File: src/rtl/peripheral_mult_pkg.sv
// peripheral_mult_pkg: state encodings, register map and status/ctrl bit positions for the multiplier peripheral
package peripheral_mult_pkg;
  localparam logic [1:0] S_IDLE  = 2'd0;
  localparam logic [1:0] S_START = 2'd1;
  localparam logic [1:0] S_WAIT  = 2'd2;
  localparam logic [1:0] S_DONE  = 2'd3;
  localparam logic [3:0] ADDR_CTRL = 4'h8;
  localparam logic [3:0] ADDR_STAT = 4'h9;
  localparam int CTRL_START = 0;
  localparam int CTRL_CLEAR = 1;
  localparam int STAT_BUSY  = 0;
  localparam int STAT_DONE  = 1;
  localparam int STAT_ERR   = 2;
  // Packs the status flags into the byte returned at ADDR_STAT
  function automatic logic [7:0] stat_byte(input logic busy, input logic done, input logic err);
    logic [7:0] s;
    s            = '0;
    s[STAT_BUSY] = busy;
    s[STAT_DONE] = done;
    s[STAT_ERR]  = err;
    return s;
  endfunction
endpackage

File: src/rtl/peripheral_mult_if.sv
// peripheral_mult_if: 8-bit peripheral bus plus multiplier init/done handshake
interface peripheral_mult_if #(
  parameter int OP_W = 32
);
  logic              cs;
  logic              wr;
  logic [3:0]        addr;
  logic [7:0]        d_in;
  logic [7:0]        d_out;
  logic              mult_init;
  logic [OP_W-1:0]   mult_a;
  logic [OP_W-1:0]   mult_b;
  logic              mult_done;
  logic [2*OP_W-1:0] mult_pp;
  modport slave (
    input  cs, wr, addr, d_in, mult_done, mult_pp,
    output d_out, mult_init, mult_a, mult_b
  );
  modport master (
    output cs, wr, addr, d_in, mult_done, mult_pp,
    input  d_out, mult_init, mult_a, mult_b
  );
endinterface

File: src/rtl/peripheral_operand_buffer.sv
// peripheral_operand_buffer: 8-byte operand store (A = bytes 0-3, B = bytes 4-7, little-endian) frozen while inhibited
module peripheral_operand_buffer #(
  parameter int OP_W = 32
) (
  input  logic            clk,
  input  logic            reset,
  input  logic            we,
  input  logic            inhibit,
  input  logic [2:0]      idx,
  input  logic [7:0]      d,
  output logic [OP_W-1:0] a,
  output logic [OP_W-1:0] b
);
  logic [2*OP_W-1:0] ops_q, ops_d;
  // Byte write unless an operation is in flight
  always_comb begin
    ops_d = ops_q;
    if (we && !inhibit) ops_d[{idx, 3'b000} +: 8] = d;
  end
  // Operand storage
  always_ff @(posedge clk or posedge reset)
    if (reset) ops_q <= '0;
    else ops_q <= ops_d;
  assign a = ops_q[OP_W-1:0];
  assign b = ops_q[2*OP_W-1:OP_W];
endmodule

File: src/rtl/peripheral_mult_ctrl.sv
// peripheral_mult_ctrl: bus-slave controller sequencing one multiply; define PERIPHERAL_MULT_IRQ_EN for a done|err irq output
module peripheral_mult_ctrl
  import peripheral_mult_pkg::*;
#(
  parameter int OP_W    = 32,
  parameter int TIMEOUT = 255
) (
  input  logic clk,
  input  logic reset,
`ifdef PERIPHERAL_MULT_IRQ_EN
  output logic irq,
`endif
  peripheral_mult_if.slave bus
);
  localparam int CW = $clog2(TIMEOUT + 1);
  logic [1:0]        state_q, state_d;
  logic [CW-1:0]     cnt_q, cnt_d;
  logic [2*OP_W-1:0] res_q, res_d;
  logic              done_q, done_d, err_q, err_d;
  logic [7:0]        dout_q, dout_d;
  logic [OP_W-1:0]   op_a, op_b;
  logic              busy, rd_en, op_wr, ctrl_wr, start_req, clr_req;
  assign busy      = state_q != S_IDLE;
  assign rd_en     = bus.cs & ~bus.wr;
  assign op_wr     = bus.cs & bus.wr & ~bus.addr[3];
  assign ctrl_wr   = bus.cs & bus.wr & (bus.addr == ADDR_CTRL);
  assign start_req = ctrl_wr & bus.d_in[CTRL_START];
  assign clr_req   = ctrl_wr & bus.d_in[CTRL_CLEAR];
  peripheral_operand_buffer #(.OP_W(OP_W)) u_ops (
    .clk     (clk),
    .reset   (reset),
    .we      (op_wr),
    .inhibit (busy),
    .idx     (bus.addr[2:0]),
    .d       (bus.d_in),
    .a       (op_a),
    .b       (op_b)
  );
  assign bus.mult_a    = op_a;
  assign bus.mult_b    = op_b;
  assign bus.mult_init = state_q == S_START;
  assign bus.d_out     = dout_q;
`ifdef PERIPHERAL_MULT_IRQ_EN
  assign irq = done_q | err_q;
`endif
  // Sequencer: clear first, then error events and FSM transitions override
  always_comb begin
    state_d = state_q;
    cnt_d   = cnt_q;
    res_d   = res_q;
    done_d  = done_q;
    err_d   = err_q;
    if (clr_req) begin
      done_d = 1'b0;
      err_d  = 1'b0;
    end
    if (busy && (op_wr || start_req)) err_d = 1'b1;
    case (state_q)
      S_IDLE: if (start_req) begin
        state_d = S_START;
        cnt_d   = '0;
        done_d  = 1'b0;
        err_d   = 1'b0;
      end
      S_START: state_d = S_WAIT;
      S_WAIT: if (bus.mult_done) begin
        res_d   = bus.mult_pp;
        state_d = S_DONE;
      end else if (cnt_q == CW'(TIMEOUT)) begin
        err_d   = 1'b1;
        state_d = S_IDLE;
      end else cnt_d = cnt_q + 1'b1;
      default: begin
        done_d  = 1'b1;
        state_d = S_IDLE;
      end
    endcase
  end
  // Registered read data: result bytes, status, or zero for unmapped addresses
  always_comb
    dout_d = !rd_en ? dout_q :
             !bus.addr[3] ? res_q[{bus.addr[2:0], 3'b000} +: 8] :
             bus.addr == ADDR_STAT ? stat_byte(busy, done_q, err_q) : 8'h00;
  // Controller state
  always_ff @(posedge clk or posedge reset)
    if (reset) begin
      state_q <= S_IDLE;
      cnt_q   <= '0;
      res_q   <= '0;
      done_q  <= 1'b0;
      err_q   <= 1'b0;
      dout_q  <= '0;
    end else begin
      state_q <= state_d;
      cnt_q   <= cnt_d;
      res_q   <= res_d;
      done_q  <= done_d;
      err_q   <= err_d;
      dout_q  <= dout_d;
    end
endmodule

File: src/flat_wrapper.sv
// flat-port wrapper written by rule: the top's interface ports become plain ports
module peripheral_mult_ctrl_flat import peripheral_mult_pkg::*;
#(
  parameter int OP_W    = 32,
  parameter int TIMEOUT = 255
)
  (clk, reset, bus_cs, bus_wr, bus_addr, bus_d_in, bus_mult_done, bus_mult_pp, bus_d_out, bus_mult_init, bus_mult_a, bus_mult_b);
  peripheral_mult_if #(.OP_W(OP_W)) bus_i ();
  input  logic clk;
  input  logic reset;
  input wire logic [$bits(bus_i.cs)-1:0] bus_cs;
  input wire logic [$bits(bus_i.wr)-1:0] bus_wr;
  input wire logic [$bits(bus_i.addr)-1:0] bus_addr;
  input wire logic [$bits(bus_i.d_in)-1:0] bus_d_in;
  input wire logic [$bits(bus_i.mult_done)-1:0] bus_mult_done;
  input wire logic [$bits(bus_i.mult_pp)-1:0] bus_mult_pp;
  output wire logic [$bits(bus_i.d_out)-1:0] bus_d_out;
  output wire logic [$bits(bus_i.mult_init)-1:0] bus_mult_init;
  output wire logic [$bits(bus_i.mult_a)-1:0] bus_mult_a;
  output wire logic [$bits(bus_i.mult_b)-1:0] bus_mult_b;
  assign bus_i.cs = bus_cs;
  assign bus_i.wr = bus_wr;
  assign bus_i.addr = bus_addr;
  assign bus_i.d_in = bus_d_in;
  assign bus_i.mult_done = bus_mult_done;
  assign bus_i.mult_pp = bus_mult_pp;
  assign bus_d_out = bus_i.d_out;
  assign bus_mult_init = bus_i.mult_init;
  assign bus_mult_a = bus_i.mult_a;
  assign bus_mult_b = bus_i.mult_b;
  peripheral_mult_ctrl #(.OP_W(OP_W), .TIMEOUT(TIMEOUT)) u_core (.clk(clk), .reset(reset), .bus(bus_i));
endmodule
File: config.mk
export PLATFORM = sky130hd
export DESIGN_NAME = peripheral_mult_ctrl_flat
export DESIGN_NICKNAME = d
export VERILOG_FILES = /design/src/rtl/peripheral_mult_pkg.sv /design/src/rtl/peripheral_mult_if.sv /design/src/rtl/peripheral_operand_buffer.sv /design/src/rtl/peripheral_mult_ctrl.sv /design/src/flat_wrapper.sv
export SDC_FILE = /design/constraint.sdc
export NUM_CORES = 1
export LEC_CHECK = 0
export ABC_CLOCK_PERIOD_IN_PS = 7560
export CAP_MARGIN = 10
export CELL_PAD_IN_SITES_DETAIL_PLACEMENT = 1
export CELL_PAD_IN_SITES_GLOBAL_PLACEMENT = 1
export CORE_UTILIZATION = 42
export CTS_BUF_LIST = sky130_fd_sc_hd__clkbuf_2 sky130_fd_sc_hd__clkbuf_4 sky130_fd_sc_hd__clkbuf_8
export DETAILED_ROUTE_END_ITERATION = 8
export PLACE_DENSITY_LB_ADDON = 0.25
export SKIP_LAST_GASP = 1
export SLEW_MARGIN = 15
export SYNTH_ARGS = -nofsm -noshare
export SYNTH_HDL_FRONTEND = slang
export SYNTH_SLANG_ARGS = --single-unit
File: constraint.sdc
create_clock -name clk -period 7.56 [get_ports clk]
set_input_delay 1.89 -clock clk [delete_from_list [all_inputs] [get_ports clk]]
set_output_delay 1.89 -clock clk [all_outputs]
set_load 0.05 [all_outputs]
Word level (Yosys, flattened, before mapping). Index checks and enable logic that the tools add are counted.

Bits in registers: 148. Input port bits: 81. Output and inout bits: 73. Word-level logic and storage cells: 60.

Add/subtract/negate cells: 2. Eq/ne operators: 9. Shifts and indexed selects: 3. Multiplexer cells: 20. Bitwise logic cells: 8. Reduce and logical (&&, ||, !) cells: 11.

Operators with widths (count): bitwise mux 64 bit (1); variable shift 8 x 8 -> 64 bit, first input constant (1); variable part select 64 x 7 -> 8 bit (1); variable part select 8 x 8 -> 64 bit (1); 2-to-1 mux 8 bit (4); one-hot mux 8 bit (2 select lines) (1); adder 8 x 1 -> 8 bit, second input constant (1); equality test 4 bit, second input constant (2); equality test 8 bit, second input constant (1); negator 6 -> 8 bit (1); 2-to-1 mux 1 bit (7); AND 1 bit (6); 2-to-1 mux 2 bit (3); one-hot mux 2 bit (3 select lines) (1); != test 2 bit, second input constant (2); one-hot mux 1 bit (2 select lines) (2); AND reduction 2 bit (2); AND reduction 4 bit (1); nonzero test 2 bit (2); 2-to-1 mux 3 bit (1); != test 3 x 2 -> 1 bit, second input constant (1); equality test 2 x 1 -> 1 bit, second input constant (1); equality test 2 bit, second input constant (1); logical AND 1 bit (2); 6 further kinds (7).

Depth between registers and ports, before layout. Gate-level depths: netlist of the first run.

Depth after elaboration: 9. Gate-level depth with buffers: 9.

By module. Synthesis of the first run repeated with hierarchy kept, for this count alone.

Cells, all modules: 450. Area, all modules: 6577.6 um^2.

By module, submodules not included: peripheral_mult_ctrl (times used 1, cells each 284, area an instance 3973.8 um^2, sequential area each 2102.0 um^2); peripheral_operand_buffer (times used 1, cells each 166, area an instance 2603.7 um^2, sequential area each 1601.5 um^2).

Worst setup path after synthesis of the first run. OpenSTA, ideal clock, no wires.

Kind: in2reg. Start point: input bus_addr[1]. End point: register u_core.u_ops.ops_q[48]. Setup time: 0.125 ns. Arrival: 3.708 ns. Required time: 7.435 ns. Slack: 3.727 ns. Cell stages on the path: 9. Path buffers: 3. Path through: buf_4 -> buf_2 -> inv_1 -> ha_1 -> ha_1 -> or2_1 -> buf_2 -> nor2_4 -> mux2_2.

Longest elaborated chain between the ends: 3. Elaborated cells on any way between the ends: 4. Classes of those cells: 1 x add/sub; 2 x shift; 1 x mux.

RTL lines: start: declaration (RTL line flat_wrapper.sv:13) `input wire logic [$bits(bus_i.addr)-1:0] bus_addr;`; negator 6 -> 8 bit * (RTL line peripheral_operand_buffer.sv:18) `if (we && !inhibit) ops_d[{idx, 3'b000} +: 8] = d;`; variable part select 8 x 8 -> 64 bit or variable shift 8 x 8 -> 64 bit (tied branches) (RTL line peripheral_operand_buffer.sv:18); bitwise mux 64 bit * (RTL line peripheral_operand_buffer.sv:18); end signal: assignment (RTL line peripheral_operand_buffer.sv:23) `else ops_q <= ops_d;`; end: declaration (RTL line peripheral_operand_buffer.sv:14) `logic [2*OP_W-1:0] ops_q, ops_d;`.

Every way passes the cells marked *; elsewhere a longest branch is shown, timed or not. A chain may end at the register's enable or synchronous reset.

Final worst setup path of the first run.
Start point: input bus_addr[1]. End point: register u_core.u_ops.ops_q[35].

The elaborated chain is that of the path after synthesis.

==> reports/metrics.sh, run 1 <==
TOTAL_LEAKAGE_POWER_uW=0.00388
HPWLAFTERDP_UM=12300
GRT_FIRST_PASS_WIRELENGTH_UM=27400
P_PER_AREA_mW_PER_MM2=303
CRITICAL_PATH_CELL_SEQUENCE='clkdlybuf4s50_1, inv_1, ha_1, ha_1, nor2b_2, and4b_1, mux2_2'
HOLDCRITPATHCLASS='register to register'
POST_SYNTH_NUM_CELL_TYPES=47
IO-PIN-COUNT=154
NETS=710
DIEWIDTH_UM=128
SYN_AREA_PER_CELL_UM2=14.4
YOSYSWARNINGCOUNT=0
WORST_SKEW_PAIR.LATE_LATENCY_NS=0.46
IR_DROP_mV=0.177
GRT_SETUP_UNREPAIRED='no'
CRIT_TOP_CELL='ha_1'
GRT_START_MAX_NET_PINS=85
WORSTPATHARRIVAL_NS=5.01
DRT_DRC_VIOLATIONS_LEFT=0
DETAILROUTE.VIA_COUNT=4425
INITIALDRTVIOLATIONCOUNT=127
ROWS=45
DRT_FIRST_PASS_ITERS=4
POSTCTSRESIZEDCELLS=0
GP_ROUTABILITY_CONGESTION=0.787
SYNTH.TOP_CELLS.BY_AREA='dfrtp_1, mux2_2, mux4_2, and2_1, ha_1'
SYNTH.CELL_AREA_MM2=0.00667
TIMING_WORST_SETUP_PATH_TYPE='input port to register'
FINAL.SETUP.WORST_SLACK_NS=2.89
WORSTMARGINPINSLEW_NS=1.13
CTS_ROOT_BUF='clkbuf_8'
FP.COREAREA_MM2=0.0154
NUMCLOCKSINKS=148
REQUIRED_NS=7.89
POST_LAYOUT_NONFILLER_INSTANCES=843
MAX-CLOCK-PATH-BUFFERS=2
FINALHOLDVIOLATIONS=0
FINAL_CRITICAL_PATH_REQUIRED_PERIOD_NS=4.67
DRV.MAX_CAP_VIOLATION_COUNT=0
CHIPHEIGHT_UM=128
FINALSETUPVIOLATIONS=0
DP.CELLS=811
MAX_CLOCK_FREQ_GHz=0.214
NUMBER_OF_PINS_EXCEEDING_THEIR_MAX_SLEW_LIMIT_IN_THE_FINAL_REPORT=0
ANTENNA_FOUND_INITIAL=0
SYNTH-ASYNC-RESET-RATIO_PCT=100
OUTCOME='complete, no violations'
TRITONCTS='yes'
INITIAL_CORE_UTIL_PCT=43.4
FIRST_GLOBAL_VIAS=4974
SYNTH_EDF_COUNT=0
VIAS_PER_CELL=5.25
AREA_GROWTH_SYN_TO_LAYOUT_PCT=32.5
POSTROUTEANTENNANETS=0
FINAL.SETUP_SKEW_NS=0.0138
POSTSYNTH.TOPFLOPCELL='dfrtp_1'
FINAL.FILL_COUNT=1469
GRT_OVERFLOW=0
DIODES=0
FINAL_TNS_SETUP_NS=0
DIE_AREA_MM2=0.0164
PLACEMENT.SETUP.WORST_SLACK_NS=2.44
SLOWEST_DELAY_NS=1.22
WORST_SETUP_PATH_START_KIND='input port'
MAX-SLEW-MARGIN-REL_PCT=24.6
CRIT_SLOWEST_CELL='clkdlybuf4s50_1'
CTS_HOLD_BUFFERS=0
LAYOUT_COMMONEST_CELL='clkdlybuf4s50_1'
SYN_NETS=555
LAYOUT_WORST_PATH_CYCLE_SHARE_PCT=61.8
SYN_INST=464
CTSHTREEMAXLEVEL=4
CLOCK_SLEW_AT_REPORTED_PATH_FFS_NS=0.08
DRT-WIRELENGTH-PER-CELL_UM=20.2
GLOBAL_ROUTE.USAGE.TOTAL_PCT=22.6
YOSYS.AREA.TOP_TYPE='dfrtp_1'
CRITPATHCAPTURETYPE='register'
ROUTED_WIRELENGTH_UM=17100
TRITONCTS.NUM_BUFFERS=17
IO_BUFFER_COUNT=153
CTS_SETUP_BUFFERS=0
CRITICAL_PATH.MAX_FANOUT=21
YOSYS_REGISTER_BITS=148
SYNTH_TOP_AREA_SHARE_PCT=55.5
SEQ_AREA_FRAC_SYNTH_PCT=55.5
LAYOUT_COMMON_CELLS='clkdlybuf4s50_1, dfrtp_1, mux2_2, and2_1, clkbuf_8'
POST_ROUTE_CELLS_DRIVE_ABOVE_1_SHARE_PCT=31.3
cells by family after synthesis:
family          count (synthesis)  share of synthesized area [%]
mux                           151                           28.1
flops                         148                           55.5
simple gates                   90                           8.63
compound gates                 38                           3.81
buf+inv                        27                           2.10
fa+ha+maj                      10                           1.88
routing by layer:
layer / track usage [%] / share of wire [%] / vias up
li1: - / - / 2001
met1: 29.2 / 44 / 2313
met2: 37.7 / 51 / 93
met3: 5.34 / 3.5 / 18
met4: 7.06 / 1.3 / 0
met5: 0 / 0 / -
stage by stage:
stage          hold WS, ns  area, um2  util, %  total power, uW
3_5_place_dp         0.489       8370     54.5             1980
3_3_place_gp         0.466       8370     54.5             1930
2_1_floorplan        0.473       6670        -             1690
5_1_grt              0.527       8840     57.5             2810
4_1_cts              0.509       8840     57.5             2700
6_report             0.506       8840     57.5             2680
flip-flops by register name, summed over array words and instances, names as in the netlist:
| register | count |
|---|---|
| u_core.u_ops.ops_q | 64 |
| u_core.res_q | 64 |
| u_core.done_q | 1 |
| u_core.bus.d_out | 8 |
| u_core.err_q | 1 |
| u_core.state_q | 2 |
| u_core.cnt_q | 8 |
cell usage after synthesis, types with 7 or more instances:
| library cell | n |
|---|---|
| a21oi_1 | 8 |
| and2_1 | 22 |
| buf_2 | 13 |
| dfrtp_1 | 148 |
| ha_1 | 10 |
| mux2_2 | 127 |
| mux2i_1 | 7 |
| mux4_2 | 16 |
| nand2_1 | 17 |
| o21ai_0 | 12 |
final cells by class:
| type | count | area (um2) | area share (%) |
|---|---|---|---|
| tap | 211 | 264 | 2.99 |
| multi-input combinational | 289 | 2830 | 32.0 |
| inverter | 8 | 35.0 | 0.396 |
| timing repair buffer | 155 | 1550 | 17.5 |
| clock inverter | 11 | 200 | 2.26 |
| clock buffer | 21 | 264 | 2.99 |
| sequential | 148 | 3700 | 41.9 |
critical path: cells and delay by family:
kind | cells | cell delay (ns)
fa+ha+maj | 2 | 0.58
buf+inv | 2 | 1.40
mux | 1 | 0.39
simple gates | 2 | 0.74
worst paths after layout:
kind                            depth (start not counted)                     end  slack, ns              start
worst max-delay path                                    7  u_core.u_ops.ops_q[35]       2.89        bus_addr[1]
worst min-delay path                                    1        u_core.res_q[18]       0.51   u_core.res_q[18]
worst max register to register                          7         u_core.cnt_q[7]       4.65  u_core.state_q[0]
worst min register to register                          1        u_core.res_q[18]       0.51   u_core.res_q[18]
max in group asynchronous                               3       u_core.state_q[1]       4.49              reset
min in group asynchronous                               2  u_core.u_ops.ops_q[26]       1.88              reset
power by group:
part           leakage (uW)  switching (uW)  internal, uW  total, uW
Clock              0.000229             309           411        720
Sequential          0.00193             125          1020       1140
Combinational       0.00172             422           397        820
Total               0.00388             857          1820       2680
(Power assumes the default switching activity.)
==> run 2, diff against run 1 <==
ABC_CLOCK_PERIOD_IN_PS = 3800   (was 7560)
CORE_UTILIZATION = 38   (was 42)
clock period = 3.8 ns   (was 7.56 ns; I/O delays follow)
==> run 2 against run 1 <==
  * Critical path depth shrank 4
  * Cell count is 2.3% higher
  * Clock skew decreased by 0.00072 ns
  * Core utilization is 6.1 points lower
  * Critical endpoint is now bus_mult_init
  * Largest cell class unchanged
  * First-iteration DRC count increased by 27%
  * Sequential power grew 99%
  * Count of clock-buffer cells in the layout is the same
  * Flip-flop and latch count is the same
  * Setup slack got worse by 2.0 ns
  * Power is 92% higher
  * Clock power increased by 72%
  * Hold slack lost 0.0057 ns
==> reports/metrics.sh, run 2 (synthesis results as in run 1) <==
DIE_AREA_MM2=0.0181
DIODES=0
CRITICAL_PATH.MAX_FANOUT=4
START_POINT_OF_THE_WORST_MIN_DELAY_PATH='u_core.bus.d_out[3]'
NUMCLOCKSINKS=148
IO_BUFFER_COUNT=153
FIN_UTIL_PCT=51.4
PLACEMENT.SETUP.WORST_SLACK_NS=0.490
GLOBAL_ROUTE.USAGE.TOTAL_PCT=20.3
AREA_GROWTH_SYN_TO_LAYOUT_PCT=32.8
WORSTREG2REGEND='u_core.u_ops.ops_q[39]'
WORSTMARGINPINSLEW_NS=0.939
ROWS=48
GP_ROUTABILITY_CONGESTION=0.755
INITIALDRTVIOLATIONCOUNT=161
TRITONCTS='yes'
FINAL_CRITICAL_PATH_REQUIRED_PERIOD_NS=2.91
FINALSETUPVIOLATIONS=0
ANTENNA_FOUND_INITIAL=0
IR_DROP_mV=0.294
LAYOUT_COMMON_CELLS='clkdlybuf4s50_1, dfrtp_1, mux2_2, and2_1, clkbuf_8'
NUMBER_OF_PINS_EXCEEDING_THEIR_MAX_SLEW_LIMIT_IN_THE_FINAL_REPORT=0
VIAS_PER_CELL=5.14
LAYOUT_COMMONEST_CELL='clkdlybuf4s50_1'
GRT_FIRST_PASS_WIRELENGTH_UM=27700
CHIPHEIGHT_UM=134
WHS_PATH_DEPTH=2
WORST_SETUP_PATH_START_KIND='register'
POSTROUTEANTENNANETS=0
CTS_HOLD_BUFFERS=0
NETS=715
FINALHOLDVIOLATIONS=0
CLOCK_SLEW_AT_REPORTED_PATH_FFS_NS=0.08
ROUTED_WIRELENGTH_UM=17000
DRT-WIRELENGTH-PER-CELL_UM=19.7
DIEWIDTH_UM=134
POST-ROUTE-CELL-AREA_MM2=0.00885
TOTAL_LEAKAGE_POWER_uW=0.00388
FP.COREAREA_MM2=0.0172
FINAL.SETUP_SKEW_NS=0.0131
R2R.WORST_PATH.CELLS=5
GRT_START_MAX_NET_PINS=67
MAX-CLOCK-PATH-BUFFERS=2
PLACED_AREA_MM2=0.00845
TRITONCTS.NUM_BUFFERS=17
OUTCOME='complete, no violations'
TIMING_WORST_SETUP_PATH_TYPE='register to output port'
REG.LARGEST.LIST='u_core.res_q (64), u_core.u_ops.ops_q (64)'
DRT_FIRST_PASS_ITERS=4
CTS_SETUP_BUFFERS=0
R2R_SLACK_NS=1.47
GRT_SETUP_UNREPAIRED='no'
CRITICAL_PATH.REG2REG.STARTPOINT='u_core.state_q[1]'
P_PER_AREA_mW_PER_MM2=582
MAX_CLOCK_FREQ_GHz=0.344
DETAILROUTE.VIA_COUNT=4433
FIRST_GLOBAL_VIAS=4977
POST_ROUTE_CELLS_DRIVE_ABOVE_1_SHARE_PCT=31.9
DRT_DRC_VIOLATIONS_LEFT=0
IO-PIN-COUNT=154
HOLDCRITPATHCLASS='register to register'
REQUIRED_NS=2.85
LAYOUT_WORST_PATH_CYCLE_SHARE_PCT=76.5
CRITPATHCAPTURETYPE='output port'
FINAL.SETUP.WORST_SLACK_NS=0.893
FINAL_TNS_SETUP_NS=0
CTSHTREEMAXLEVEL=4
GRT_OVERFLOW=0
INITIAL_CORE_UTIL_PCT=38.7
HPWLAFTERDP_UM=12600
CTS_ROOT_BUF='clkbuf_8'
HOLD_PATH_END='u_core.bus.d_out[3]'
MAX-SLEW-MARGIN-REL_PCT=37.3
DRV.MAX_CAP_VIOLATION_COUNT=0
WORSTPATHARRIVAL_NS=1.96
WORST_SKEW_PAIR.LATE_LATENCY_NS=0.44
POSTCTSRESIZEDCELLS=0
-- run 2: changes by cell type in the layout (fill, tap and decap cells not counted), sizes merged --
cell and change:
buf +5, bufinv -3, clkinvlp +3, clkinv +2
inv -2
-- run 2: layout make-up --
| class | count | area [um2] |
|---|---|---|
| clock buffer | 21 | 277 |
| sequential | 148 | 3700 |
| multi-input combinational | 289 | 2830 |
| fill | 1719 | 8380 |
| tap | 225 | 282 |
| inverter | 8 | 33.8 |
| clock inverter | 11 | 126 |
| timing repair buffer | 160 | 1600 |
-- run 2: critical path: stages, from the launching register on --
cell	delay [ns]
dfrtp_1	0.43
inv_1	0.13
ha_1	0.15
clkdlybuf4s50_1	0.80
-- run 2: how the worst max path moves through the flow --
stage                      start                     end
3_5_place_dp         bus_addr[2]  u_core.u_ops.ops_q[38]
4_1_cts        u_core.state_q[1]           bus_mult_init
2_1_floorplan        bus_addr[1]  u_core.u_ops.ops_q[48]
6_report       u_core.state_q[1]           bus_mult_init
3_3_place_gp         bus_addr[2]  u_core.u_ops.ops_q[37]
5_1_grt        u_core.state_q[1]           bus_mult_init
-- run 2: power by group --
group	leakage, uW	total, uW	internal [uW]	switching, uW
Combinational	0.00175	1650	802	847
Sequential	0.00193	2270	2020	246
Clock	0.000195	1240	634	605
Total	0.00388	5150	3460	1700
-- run 2: per-stage QoR --
step / instances / power [uW] / hold WS [ns]
3_5_place_dp: 830 / 3980 / 0.482
3_3_place_gp: 830 / 3880 / 0.465
6_report: 862 / 5150 / 0.500
4_1_cts: 862 / 5230 / 0.506
5_1_grt: 862 / 5440 / 0.519
2_1_floorplan: 464 / 3370 / 0.473
-- run 2: per-layer routing --
layer / GRT usage (%) / wire (um) / vias to the layer above
met1: 24.4 / 6970 / 2301
met3: 5.97 / 1060 / 10
met4: 5.62 / 140 / 0
li1: - / - / 2019
met5: 0 / 0 / -
met2: 35.5 / 8810 / 103
==> run 3, diff against run 2 <==
ABC_CLOCK_PERIOD_IN_PS = 2700   (was 3800)
CORE_UTILIZATION = 42   (was 38)
clock period = 2.7 ns   (was 3.8 ns; I/O delays follow)
==> run 3 against run 2 <==
  * Count of clock-buffer cells in the layout down 4
  * Sequential share of layout area down 0.55 points
  * Register-to-register slack worse by 0.88 ns
  * Setup slack worse by 0.74 ns
  * Sequential power up 41%
  * Clock skew about the same
  * Critical path depth up 4
  * Largest power group unchanged
==> reports/metrics.sh, run 3 (synthesis results as in run 1) <==
OUTCOME='complete, no violations'
FINALSETUPVIOLATIONS=0
HPWLAFTERDP_UM=12600
AREA_GROWTH_SYN_TO_LAYOUT_PCT=34.5
REQUIRED_NS=3.10
IO_BUFFER_COUNT=153
SHARE_COMB_OF_TOTAL_POWER_PCT=31.9
DETAILROUTE.VIA_COUNT=4502
ANTENNA_FOUND_INITIAL=1
GP_ROUTABILITY_CONGESTION=0.759
CRIT_TOP_CELL='ha_1'
P_PER_AREA_mW_PER_MM2=821
INITIAL_CORE_UTIL_PCT=43.4
WORST_SETUP_PATH_START_KIND='input port'
MAX_CLOCK_FREQ_GHz=0.393
TIMING_WORST_SETUP_PATH_TYPE='input port to register'
FINAL_CRITICAL_PATH_REQUIRED_PERIOD_NS=2.54
CTS_SETUP_BUFFERS=0
TOTAL_LEAKAGE_POWER_uW=0.00397
ROWS=45
DIEWIDTH_UM=128
IO-PIN-COUNT=154
INITIALDRTVIOLATIONCOUNT=184
DRT_DRC_VIOLATIONS_LEFT=0
SHARE_SEQ_OF_TOTAL_POWER_PCT=43.4
GLOBAL_ROUTE.USAGE.TOTAL_PCT=23.1
TOTAL_SWITCHING_POWER_uW=2520
CHIPHEIGHT_UM=128
POWER.TOTAL_uW=7370
SWSHARE_PCT=34.2
NUMBER_OF_PINS_EXCEEDING_THEIR_MAX_SLEW_LIMIT_IN_THE_FINAL_REPORT=0
FINALHOLDVIOLATIONS=0
WORST_SKEW_PAIR.LATE_LATENCY_NS=0.46
POSTROUTEANTENNANETS=0
GRT_OVERFLOW=0
CTSHTREEMAXLEVEL=4
MAX-CLOCK-PATH-BUFFERS=2
LAYOUT_COMMONEST_CELL='clkdlybuf4s50_1'
SHARE_CLK_OF_TOTAL_POWER_PCT=24.7
IR_DROP_mV=0.463
FINAL.SETUP_SKEW_NS=0.0135
R2R_SLACK_NS=0.59
CTS_HOLD_BUFFERS=0
ROUTED_WIRELENGTH_UM=17400
GRT_START_MAX_NET_PINS=83
HOLDCRITPATHCLASS='register to register'
NETS=727
DIE_AREA_MM2=0.0164
GRT_FIRST_PASS_WIRELENGTH_UM=28000
REG.LARGEST.LIST='u_core.res_q (64), u_core.u_ops.ops_q (64)'
CTS_ROOT_BUF='clkbuf_8'
FINAL_TNS_SETUP_NS=0
CRITPATHCAPTURETYPE='register'
TRITONCTS.NUM_BUFFERS=17
SLOWEST_DELAY_NS=0.78
CRITICAL_PATH_CELL_SEQUENCE='clkdlybuf4s50_1, inv_1, ha_1, ha_1, nor3b_1, and2_1, mux2_2'
WORSTPATHARRIVAL_NS=2.94
MAX-SLEW-MARGIN-REL_PCT=36.6
FP.COREAREA_MM2=0.0154
TRITONCTS='yes'
DRT_FIRST_PASS_ITERS=4
DRV.MAX_CAP_VIOLATION_COUNT=0
NUMCLOCKSINKS=148
GRT_SETUP_UNREPAIRED='no'
FIRST_GLOBAL_VIAS=5077
POST_ROUTE_CELLS_DRIVE_ABOVE_1_SHARE_PCT=33.1
CRITICAL_PATH.MAX_FANOUT=8
LAYOUT_WORST_PATH_CYCLE_SHARE_PCT=94.2
FINAL.FILL_COUNT=1507
WORSTMARGINPINSLEW_NS=0.949
VIAS_PER_CELL=5.23
CLOCK_SLEW_AT_REPORTED_PATH_FFS_NS=0.09
INTPOWER_uW=4850
CRIT_SLOWEST_CELL='nor3b_1'
LAYOUT_COMMON_CELLS='clkdlybuf4s50_1, dfrtp_1, mux2_2, and2_1, clkbuf_8'
DRT-WIRELENGTH-PER-CELL_UM=20.2
POSTCTSRESIZEDCELLS=0
[run 3: cell count changes in the layout (fill, tap and decap cells not counted), moves of 2 or more]
cell / before / now
clkbuf_8: 19 / 17
clkinv_2: 2 / 0
inv_8: 0 / 3
inv_6: 1 / 4
clkbuf_4: 2 / 0
buf_4: 5 / 15
buf_12: 2 / 4
[run 3: area by class of cell]
class                           instances  area, um2  area share (%)
Sequential cell                       148       3700            41.3
Multi-Input combinational cell        289       2830            31.5
Timing Repair Buffer                  172       1720            19.2
Tap cell                              211        264            2.94
Clock buffer                           17        234            2.61
Clock inverter                         15        185            2.06
Inverter                                8       33.8           0.376
Antenna cell                            1       2.50          0.0279
[run 3: worst paths after layout]
| check | startpoint | endpoint | cells past startpoint |
|---|---|---|---|
| worst min register to register | u_core.u_ops.ops_q[51] | u_core.u_ops.ops_q[51] | 1 |
| min in group asynchronous | reset | u_core.res_q[42] | 3 |
| worst min-delay path | u_core.u_ops.ops_q[51] | u_core.u_ops.ops_q[51] | 1 |
| worst max-delay path | bus_addr[1] | u_core.u_ops.ops_q[16] | 7 |
| worst max register to register | u_core.state_q[0] | u_core.cnt_q[7] | 6 |
| max in group asynchronous | reset | u_core.cnt_q[7] | 3 |
[run 3: layer usage]
metal / GRT usage [%] / up-vias / routed length, um
li1: - / 2044 / -
met1: 29.1 / 2348 / 7420
met2: 38.5 / 92 / 8970
met3: 6.01 / 18 / 744
met4: 8.03 / 0 / 278
met5: 0 / - / 0
[run 3: power groups by stage]
stage	clock network [uW]	registers, uW	logic (uW)
global placement	0	3170	2280
floorplan	0	3610	1130
detailed placement	0	3230	2370
CTS	1860	3190	2390
global route	1950	3270	2510
finish	1820	3190	2350
[run 3: critical path, delay by kind of cell]
family / cells / cell delay [ns]
simple gates: 2 / 1.05
buf+inv: 2 / 0.60
mux: 1 / 0.17
fa+ha+maj: 2 / 0.45
[run 3: per-stage QoR]
step	utilization [%]	cell area (um2)	instances	setup WS [ns]	hold WS [ns]
after floorplan	-	6670	464	0.0821	0.473
after global placement	55.6	8550	828	-0.185	0.467
after detailed placement	55.6	8550	828	-0.306	0.485
after CTS	58.3	8970	860	0.0137	0.507
after global routing	58.4	8970	861	0.144	0.522
final	58.4	8970	861	0.157	0.504
